--- src/rtl/hazard_ctrl.sv ---
// hazard_ctrl: decode-stage RAW hazard detection, stall/flush sequencing and flush recovery pulse.
// Optional feature macro HAZARD_FWD_EN: forwarding selects, only stage-0 load-use hazards stall.
module hazard_ctrl #(
    parameter int unsigned REG_AW       = 4,
    parameter int unsigned NUM_INFLIGHT = 2,
    parameter int unsigned FLUSH_CYCLES = 2
) (
    input  logic                                 clk,
    input  logic                                 reset,
    input  logic [REG_AW-1:0]                    rs1D,
    input  logic [REG_AW-1:0]                    rs2D,
    input  logic                                 rs1_useD,
    input  logic                                 rs2_useD,
    input  logic [NUM_INFLIGHT*REG_AW-1:0]       rd_vec,
    input  logic [NUM_INFLIGHT-1:0]              rd_wen_vec,
    input  logic                                 branch_takenE,
`ifdef HAZARD_FWD_EN
    input  logic [NUM_INFLIGHT-1:0]              ld_vec,
    output logic [$clog2(NUM_INFLIGHT+1)-1:0]    fwd_rs1_sel,
    output logic [$clog2(NUM_INFLIGHT+1)-1:0]    fwd_rs2_sel,
`endif
    output logic                                 stall,
    output logic                                 flush,
    output logic                                 flush_done,
    output logic                                 busy
);

    localparam int unsigned MaxCnt = (NUM_INFLIGHT > FLUSH_CYCLES) ? NUM_INFLIGHT : FLUSH_CYCLES;
    localparam int unsigned CntW   = $clog2(MaxCnt + 1);
    localparam logic [CntW-1:0] FlushInit = CntW'(FLUSH_CYCLES - 1);
    localparam logic [CntW-1:0] CntOne    = CntW'(1);

    typedef enum logic [1:0] {StIdle, StStall, StFlush} state_e;

    state_e          state_q, state_d;
    logic [CntW-1:0] cnt_q, cnt_d;
    logic            flush_done_q, flush_done_d;

    logic [NUM_INFLIGHT-1:0] hit1, hit2;
    logic [CntW-1:0]         stall_len;
    logic                    need_stall;

    for (genvar i = 0; i < NUM_INFLIGHT; i++) begin : g_cmp
        logic [REG_AW-1:0] rd;
        logic              live;
        assign rd      = rd_vec[i*REG_AW +: REG_AW];
        assign live    = rd_wen_vec[i] && (rd != '0);
        assign hit1[i] = live && rs1_useD && (rs1D == rd);
        assign hit2[i] = live && rs2_useD && (rs2D == rd);
    end

`ifdef HAZARD_FWD_EN
    localparam int unsigned SelW = $clog2(NUM_INFLIGHT + 1);
    logic [SelW-1:0] sel1, sel2;

    // Descending scan so the youngest matching stage wins.
    always_comb begin
        sel1 = '0;
        sel2 = '0;
        for (int i = NUM_INFLIGHT - 1; i >= 0; i--) begin
            if (hit1[i]) sel1 = SelW'(i + 1);
            if (hit2[i]) sel2 = SelW'(i + 1);
        end
    end

    // Only a load in EX cannot be forwarded in time.
    assign need_stall  = (hit1[0] || hit2[0]) && ld_vec[0];
    assign stall_len   = CntOne;
    assign fwd_rs1_sel = flush ? '0 : sel1;
    assign fwd_rs2_sel = flush ? '0 : sel2;
`else
    logic [NUM_INFLIGHT-1:0] hit;
    assign hit = hit1 | hit2;

    always_comb begin
        stall_len = '0;
        for (int i = NUM_INFLIGHT - 1; i >= 0; i--) begin
            if (hit[i]) stall_len = CntW'(NUM_INFLIGHT - i);
        end
    end

    assign need_stall = |hit;
`endif

    always_comb begin
        state_d      = state_q;
        cnt_d        = cnt_q;
        flush_done_d = 1'b0;
        stall        = 1'b0;
        flush        = 1'b0;
        // Outputs are gated during reset so an asserted reset reads all-zero immediately.
        if (!reset) begin
            unique case (state_q)
                StIdle: begin
                    if (branch_takenE) begin
                        flush = 1'b1;
                        if (FlushInit == '0) begin
                            flush_done_d = 1'b1;
                        end else begin
                            state_d = StFlush;
                            cnt_d   = FlushInit;
                        end
                    end else if (need_stall) begin
                        stall = 1'b1;
                        if (stall_len > CntOne) begin
                            state_d = StStall;
                            cnt_d   = stall_len - CntOne;
                        end
                    end
                end
                StStall: begin
                    if (branch_takenE) begin
                        flush = 1'b1;
                        if (FlushInit == '0) begin
                            state_d      = StIdle;
                            cnt_d        = '0;
                            flush_done_d = 1'b1;
                        end else begin
                            state_d = StFlush;
                            cnt_d   = FlushInit;
                        end
                    end else begin
                        stall = 1'b1;
                        if (cnt_q == CntOne) begin
                            state_d = StIdle;
                            cnt_d   = '0;
                        end else begin
                            cnt_d = cnt_q - CntOne;
                        end
                    end
                end
                StFlush: begin
                    flush = 1'b1;
                    if (cnt_q == CntOne) begin
                        state_d      = StIdle;
                        cnt_d        = '0;
                        flush_done_d = 1'b1;
                    end else begin
                        cnt_d = cnt_q - CntOne;
                    end
                end
                default: begin
                    state_d = StIdle;
                    cnt_d   = '0;
                end
            endcase
        end
    end

    always_ff @(posedge clk or posedge reset) begin
        if (reset) begin
            state_q      <= StIdle;
            cnt_q        <= '0;
            flush_done_q <= 1'b0;
        end else begin
            state_q      <= state_d;
            cnt_q        <= cnt_d;
            flush_done_q <= flush_done_d;
        end
    end

    assign flush_done = flush_done_q;
    assign busy       = (state_q != StIdle);

endmodule

--- config.mk ---
export PLATFORM = sky130hd
export DESIGN_NAME = hazard_ctrl
export DESIGN_NICKNAME = d
export VERILOG_FILES = /design/src/rtl/hazard_ctrl.sv
export SDC_FILE = /design/constraint.sdc
export NUM_CORES = 1
export LEC_CHECK = 0
export ABC_CLOCK_PERIOD_IN_PS = 1410
export BUFFER_PORTS_ARGS = -buffer_cell sky130_fd_sc_hd__buf_2
export CAP_MARGIN = 5
export CORE_MARGIN = 3
export CORE_UTILIZATION = 35
export CTS_CLUSTER_SIZE = 20
export DETAILED_ROUTE_END_ITERATION = 10
export PLACE_DENSITY = 0.64
export SYNTH_ARGS = -nofsm -noshare
export SYNTH_HDL_FRONTEND = slang
export SYNTH_SLANG_ARGS = --single-unit
--- constraint.sdc ---
create_clock -name clk -period 1.41 [get_ports clk]
set_clock_uncertainty 0.1 [all_clocks]
set_input_delay 0.2115 -clock clk [delete_from_list [all_inputs] [get_ports clk]]
set_output_delay 0.2115 -clock clk [all_outputs]
set_load 0.005 [all_outputs]
Word-level counts from Yosys, hierarchy flattened
Cells that the tools add are included.
{"block": "totals", "ff_bits": 5, "input_bits": 23}
{"block": "classes", "add_sub_neg": 2, "order_cmp": 1, "eq_ne": 9, "n_mux": 25, "bitwise_logic": 2, "n_reduce_logical": 17}
{"cell": "two-way mux 2 bit", "n": 11}
{"cell": "equality test 4 bit", "n": 4}
{"cell": "case mux 2 bit (3 select lines)", "n": 2}
{"cell": "logical AND 1 bit", "n": 10}
{"cell": "two-way mux 1 bit", "n": 10}
{"cell": "nonzero test 4 bit", "n": 2}
{"cell": "!= test 3 bit, second input constant", "n": 2}
{"cell": "equality test 2 x 1 -> 1 bit, second input constant", "n": 2}
{"cell": "case mux 1 bit (2 select lines)", "n": 2}
{"cell": "OR reduction 2 bit", "n": 2}
{"cell": "subtractor 2 x 1 -> 2 bit, second input constant", "n": 2}
{"cell": "AND reduction 3 bit", "n": 1}
{"cell": "equality test 2 bit, second input constant", "n": 1}
{"cell": "> comparator 2 x 1 -> 1 bit, second input constant", "n": 1}
{"cell": "zero test 2 bit", "n": 1}
{"cell": "OR 2 bit", "n": 1}
{"cell": "nonzero test 2 bit", "n": 1}
{"cell": "NOT 1 bit", "n": 1}

Depth between registers and ports, before layout
{"block": "logic_depth", "ltp_word": 12, "depth_mapped": 5}

Worst setup path before layout
No wires, ideal clock.
{"block": "synth_path", "kind": "in2out", "from": "input rd_vec[0]", "to": "output stall", "t_arrival_ps": 1132, "required_time_ps": 1099, "setup_slack_ps": -34, "path_stages": 4, "n_path_buf": 0, "cell_sequence": "o41a_1 nand4_1 nand2_1 o311a_1"}
{"block": "synth_between", "elab_chain_cells": 10}
{"element": "from (decl)", "line": "14", "source": "input logic [NUM_INFLIGHT*REG_AW-1:0] rd_vec,"}
{"element": "nonzero test 4 bit", "line": "47", "source": "assign live = rd_wen_vec[i] && (rd != '0);"}
{"element": "logical AND 1 bit", "line": "47"}
{"element": "logical AND 1 bit (on tied branches) (2 in series)", "line": "48, 49"}
{"element": "OR 2 bit *", "line": "73", "source": "assign hit = hit1 | hit2;"}
{"element": "OR reduction 2 bit *", "line": "82", "source": "assign need_stall = |hit;"}
{"element": "two-way mux 1 bit *", "line": "103", "source": "end else if (need_stall) begin"}
{"element": "two-way mux 1 bit *", "line": "95", "source": "if (branch_takenE) begin"}
{"element": "case mux 1 bit (2 select lines) *", "line": "93", "source": "unique case (state_q)"}
{"element": "two-way mux 1 bit *", "line": "92", "source": "if (!reset) begin"}
{"element": "to (decl)", "line": "22", "source": "output logic stall,"}
Every way passes the cells marked *; elsewhere a longest branch is shown, timed or not.

Worst setup path after layout
{"block": "layout_path", "from": "input rd_vec[2]", "to": "output stall"}
Same word-level chain as after synthesis.

==> impl.org <==
** Finish
- Final cell utilization of the core :: 0.705
- 0 antenna diodes ended up in the layout.
- Nets :: about 130
- In the final layout, the share of cells above drive strength 1 is 0.471.
- Syn-to-layout area delta :: 73.9%

** Job
- Max-cap violations in this run came to 0.

** GRT
- Total global routing track utilization :: 0.193
- Global-route wire length before repair :: approximately 2700 um
- Number of global-route vias before repair :: between 500 and 600
- Gr ovfl total :: 0
- The initial antenna violation count was 0.
- Entering global routing, the biggest net connects 9 pins.

** Critical path
- The critical path goes through buf_8 -> o41a_1 -> nand4_1 -> nand2_1 -> o311a_1 -> buf_2.
- Critical-path top delay cell :: o41a_1
- R2r startpoint :: state_q[0]
- The critical path starts at rd_vec[2].
- CP peak stage delay :: 0.45 ns
- The worst setup path is launched from an input pin.
- Nature of the critical path endpoint :: output pin
- Of all nets on the critical path, the largest fanout is 3.
- Data required time of the critical path :: between 1 and 1.5 ns
- The critical path is of the input pin to output pin type.
- At the worst endpoint, the arrival time is ~1.4 ns.

** Pwr
- IR analysis of the VDD net gives a maximum drop of 888 uV.
- Net Sw Frac :: 0.374
- In this run the power density over the cells is 1100 nW/um2.
- Internal power summed over all cells :: 0.588 mW
- Overall power consumption after layout is estimated at about 0.94 mW.
- The share of total power dissipated in the clock network is 0.185.
- Of the total power, registers draw 0.261.
- Net switching power of the design :: approximately 0.35 mW
- Of the total power, combinational logic draws 0.554.
- The analysis attributes to cell leakage a power of 0.420 nW.

** Route
- After detailed routing, the number of remaining DRC violations is 0.
- Vias after detailed routing :: between 600 and 700
- DRC violation total after the first TritonRoute iteration :: 13
- Final wirelength :: around 1700 um
- Dividing the detail-routed via count by the number of cells gives ~5.2.
- Detailed-routing iteration count for the pre-antenna-repair pass :: 4
- The detail route stage leaves a number of antenna-violating nets equal to 0.
- After detailed routing, the average wire length per cell comes to about 14 um.

** Synth
- Count of flip-flops with a built-in enable after synthesis :: 0
- Ys flop type :: dfrtp_1
- The commonest cells after synthesis are xor2_1, dfrtp_1, nand2_1, nor3_1.
- Synth warnings :: 0
- The synthesized design spends more area on one cell type than any other, namely dfrtp_1.
- Share of flip-flops with an asynchronous set or reset after synthesis :: 1.00
- Yosys instantiated no cell more often than xor2_1.
- Synth area leaders :: dfrtp_1, xor2_1, xnor2_1
- The share of synthesized area in the top cell type comes to 0.254.
- When the netlist entered floorplanning its net count stood at between 80 and 90.
- Synth Register Bits :: 5
- The synthesized netlist contains 23 unique library cells.
- The mapped netlist covers around 490 um2.
- Synth Area per Inst :: about 8.2 um2
- Number of instances in the synthesized netlist :: 60
- For this run, the register share of the synthesized area comes to 0.254.

** Clocking
- Clock insertion delay at the later pin of the skew report :: 0.25 ns
- In this run, CTS created clock tree buffers numbering 3.
- CTS saw 5 sinks.
- In this run the number of H-tree levels came out at 1.
- Clock tree from TritonCTS :: yes
- Counting along the longest clock path gives a buffer depth of 2.
- Clock root buffer :: clkbuf_4
- CTS clk-pin slew, worst paths :: 0.05 ns

** Place
- Worst setup timing slack at the placement stage :: -0.279 ns
- Detailed placement ended at an HPWL of roughly 1100 um.
- Routability congestion estimate :: between 0.7 and 0.8
- Buffers placed on the I/O ports in this run total 26.

** Die
- In this run the core area contains 12 standard-cell rows.
- After floorplanning, the core was sized to cover approximately 1200 um2.
- The initial utilization of the core area, before any placement, comes to 0.405.
- The floorplan step set the die width to ~44 um.
- Num ports :: 27
- Die Area :: around 1900 um2
- Die height :: around 44 um

** STA
- Highest Clock Rate :: 0.584 GHz
- Final Worst Setup Slack :: -0.302 ns
- Setup repair after global routing missed its margin :: yes
- Headroom to the max-slew limit came out at 0.817.
- Worst-Margin Slew :: 0.271 ns
- After routing, the total negative slack on setup checks comes to -0.350 ns.
- Final number of max-transition violations :: 0
- In the finished design, the share of the clock period the worst path needs comes to 1.21.
- The number of endpoints with negative hold slack in the final report is 0.
- Number of setup violations in the final report :: 2
- Time the final worst path needs with I/O delays and setup :: between 1.5 and 2 ns

** Status
- Outcome :: finished with violations
- Failing checks :: negative setup slack

** Min path
- Type of the tightest min-delay check :: input pin to register
- The startpoint identified for the worst hold timing path is reset.
[repair_timing]
action,CTS,global route
resized for setup,15,7
buffers inserted,8,1
hold buffers,1,0
endpoints found under the setup margin,3,5
hold endpoints to repair,5,0
pin swaps,6,6
[logic make-up (layout without fill, tap and decap cells)]
family / Yosys count / in the layout / share of synthesized area
flip-flops: 5 / 5 / 0.254
multiplexers: 1 / 1 / 0.0203
AO/OA/AOI/OAI: 13 / 13 / 0.183
XOR/XNOR: 16 / 16 / 0.284
adder cells (fa/ha/maj): 1 / 1 / 0.0254
AND/OR/NAND/NOR: 21 / 21 / 0.211
buffers and inverters: 3 / 45 / 0.0228
[per-stage QoR]
stage / hold slack (ns) / std cells / cell area [um2]
floorplan: -0.0851 / 60 / 493
global placement: 0.110 / 107 / 693
detailed placement: 0.111 / 107 / 693
CTS: 0.129 / 120 / 858
global route: 0.171 / 116 / 857
finish: 0.161 / 116 / 857
[power groups by stage]
stage,logic (mW),registers (mW),clock network [mW]
2_1_floorplan,0.213,0.226,0
3_3_place_gp,0.339,0.236,0
3_5_place_dp,0.341,0.237,0
4_1_cts,0.455,0.238,0.178
5_1_grt,0.577,0.252,0.194
6_report,0.521,0.245,0.174
[worst paths after layout]
check | to | slack [ns] | cells after the start
min | flush_done | 0.16 | 2
max reg2reg | cnt_q[0] | 0.09 | 4
max | stall | -0.30 | 6
min reg2reg | cnt_q[1] | 0.45 | 2
min in group asynchronous | cnt_q[1] | 0.50 | 3
max in group asynchronous | state_q[0] | 0.49 | 3
[cells in the final DEF, fill, tap and decap left out]
cell | synthesis | routed
mux2i_1 | 1 | 1
xor2_1 | 12 | 12
o31ai_1 | 1 | 1
or2_4 | 0 | 1
xnor2_1 | 4 | 4
dlygate4sd3_1 | 0 | 1
inv_1 | 3 | 3
nand2b_4 | 0 | 2
clkbuf_1 | 0 | 1
nor3_1 | 5 | 4
o311a_1 | 1 | 1
dfrtp_1 | 5 | 3
nor3_4 | 0 | 1
buf_4 | 0 | 11
a21oi_2 | 0 | 1
clkbuf_4 | 0 | 3
o21ai_0 | 4 | 4
buf_6 | 0 | 6
nand2_1 | 5 | 5
nor2_1 | 3 | 3
dfrtp_2 | 0 | 2
a31oi_4 | 0 | 1
a32o_1 | 1 | 1
o41ai_1 | 1 | 1
a21oi_1 | 2 | 1
o22ai_1 | 1 | 1
ha_1 | 1 | 1
buf_8 | 0 | 1
buf_2 | 0 | 19
o41a_1 | 1 | 1
nand4_1 | 2 | 2
nand3_1 | 2 | 2
nor3b_1 | 1 | 1
[critical path: cells and delay by family]
| kind | cells | cell delay [ns] |
|---|---|---|
| AND/OR/NAND/NOR | 2 | 0.22 |
| AO/OA/AOI/OAI | 2 | 0.74 |
| buffers and inverters | 2 | 0.23 |
[flip-flops by register name, indices dropped and copies added (netlist names)]
register and count:
state_q 2, cnt_q 2, flush_done 1
[final cells by class]
| cell class | instances | area [um2] |
|---|---|---|
| Sequential cell | 5 | 128 |
| Inverter | 3 | 11.3 |
| Multi-Input combinational cell | 52 | 404 |
| Clock buffer | 4 | 26.3 |
| Timing Repair Buffer | 38 | 270 |
| Tap cell | 14 | 17.5 |
| Fill cell | 99 | 359 |
[layer usage]
metal  GRT usage  up-vias  share of wire  wire [um]
li1            -      303              -          -
met2       0.283       27           0.47        781
met1       0.267      269           0.45        759
met4      0.0542        0          0.010         17
met3      0.0664        2          0.067        112
met5           0        -              0          0
Note: power is estimated with default switching activity, not from simulation.
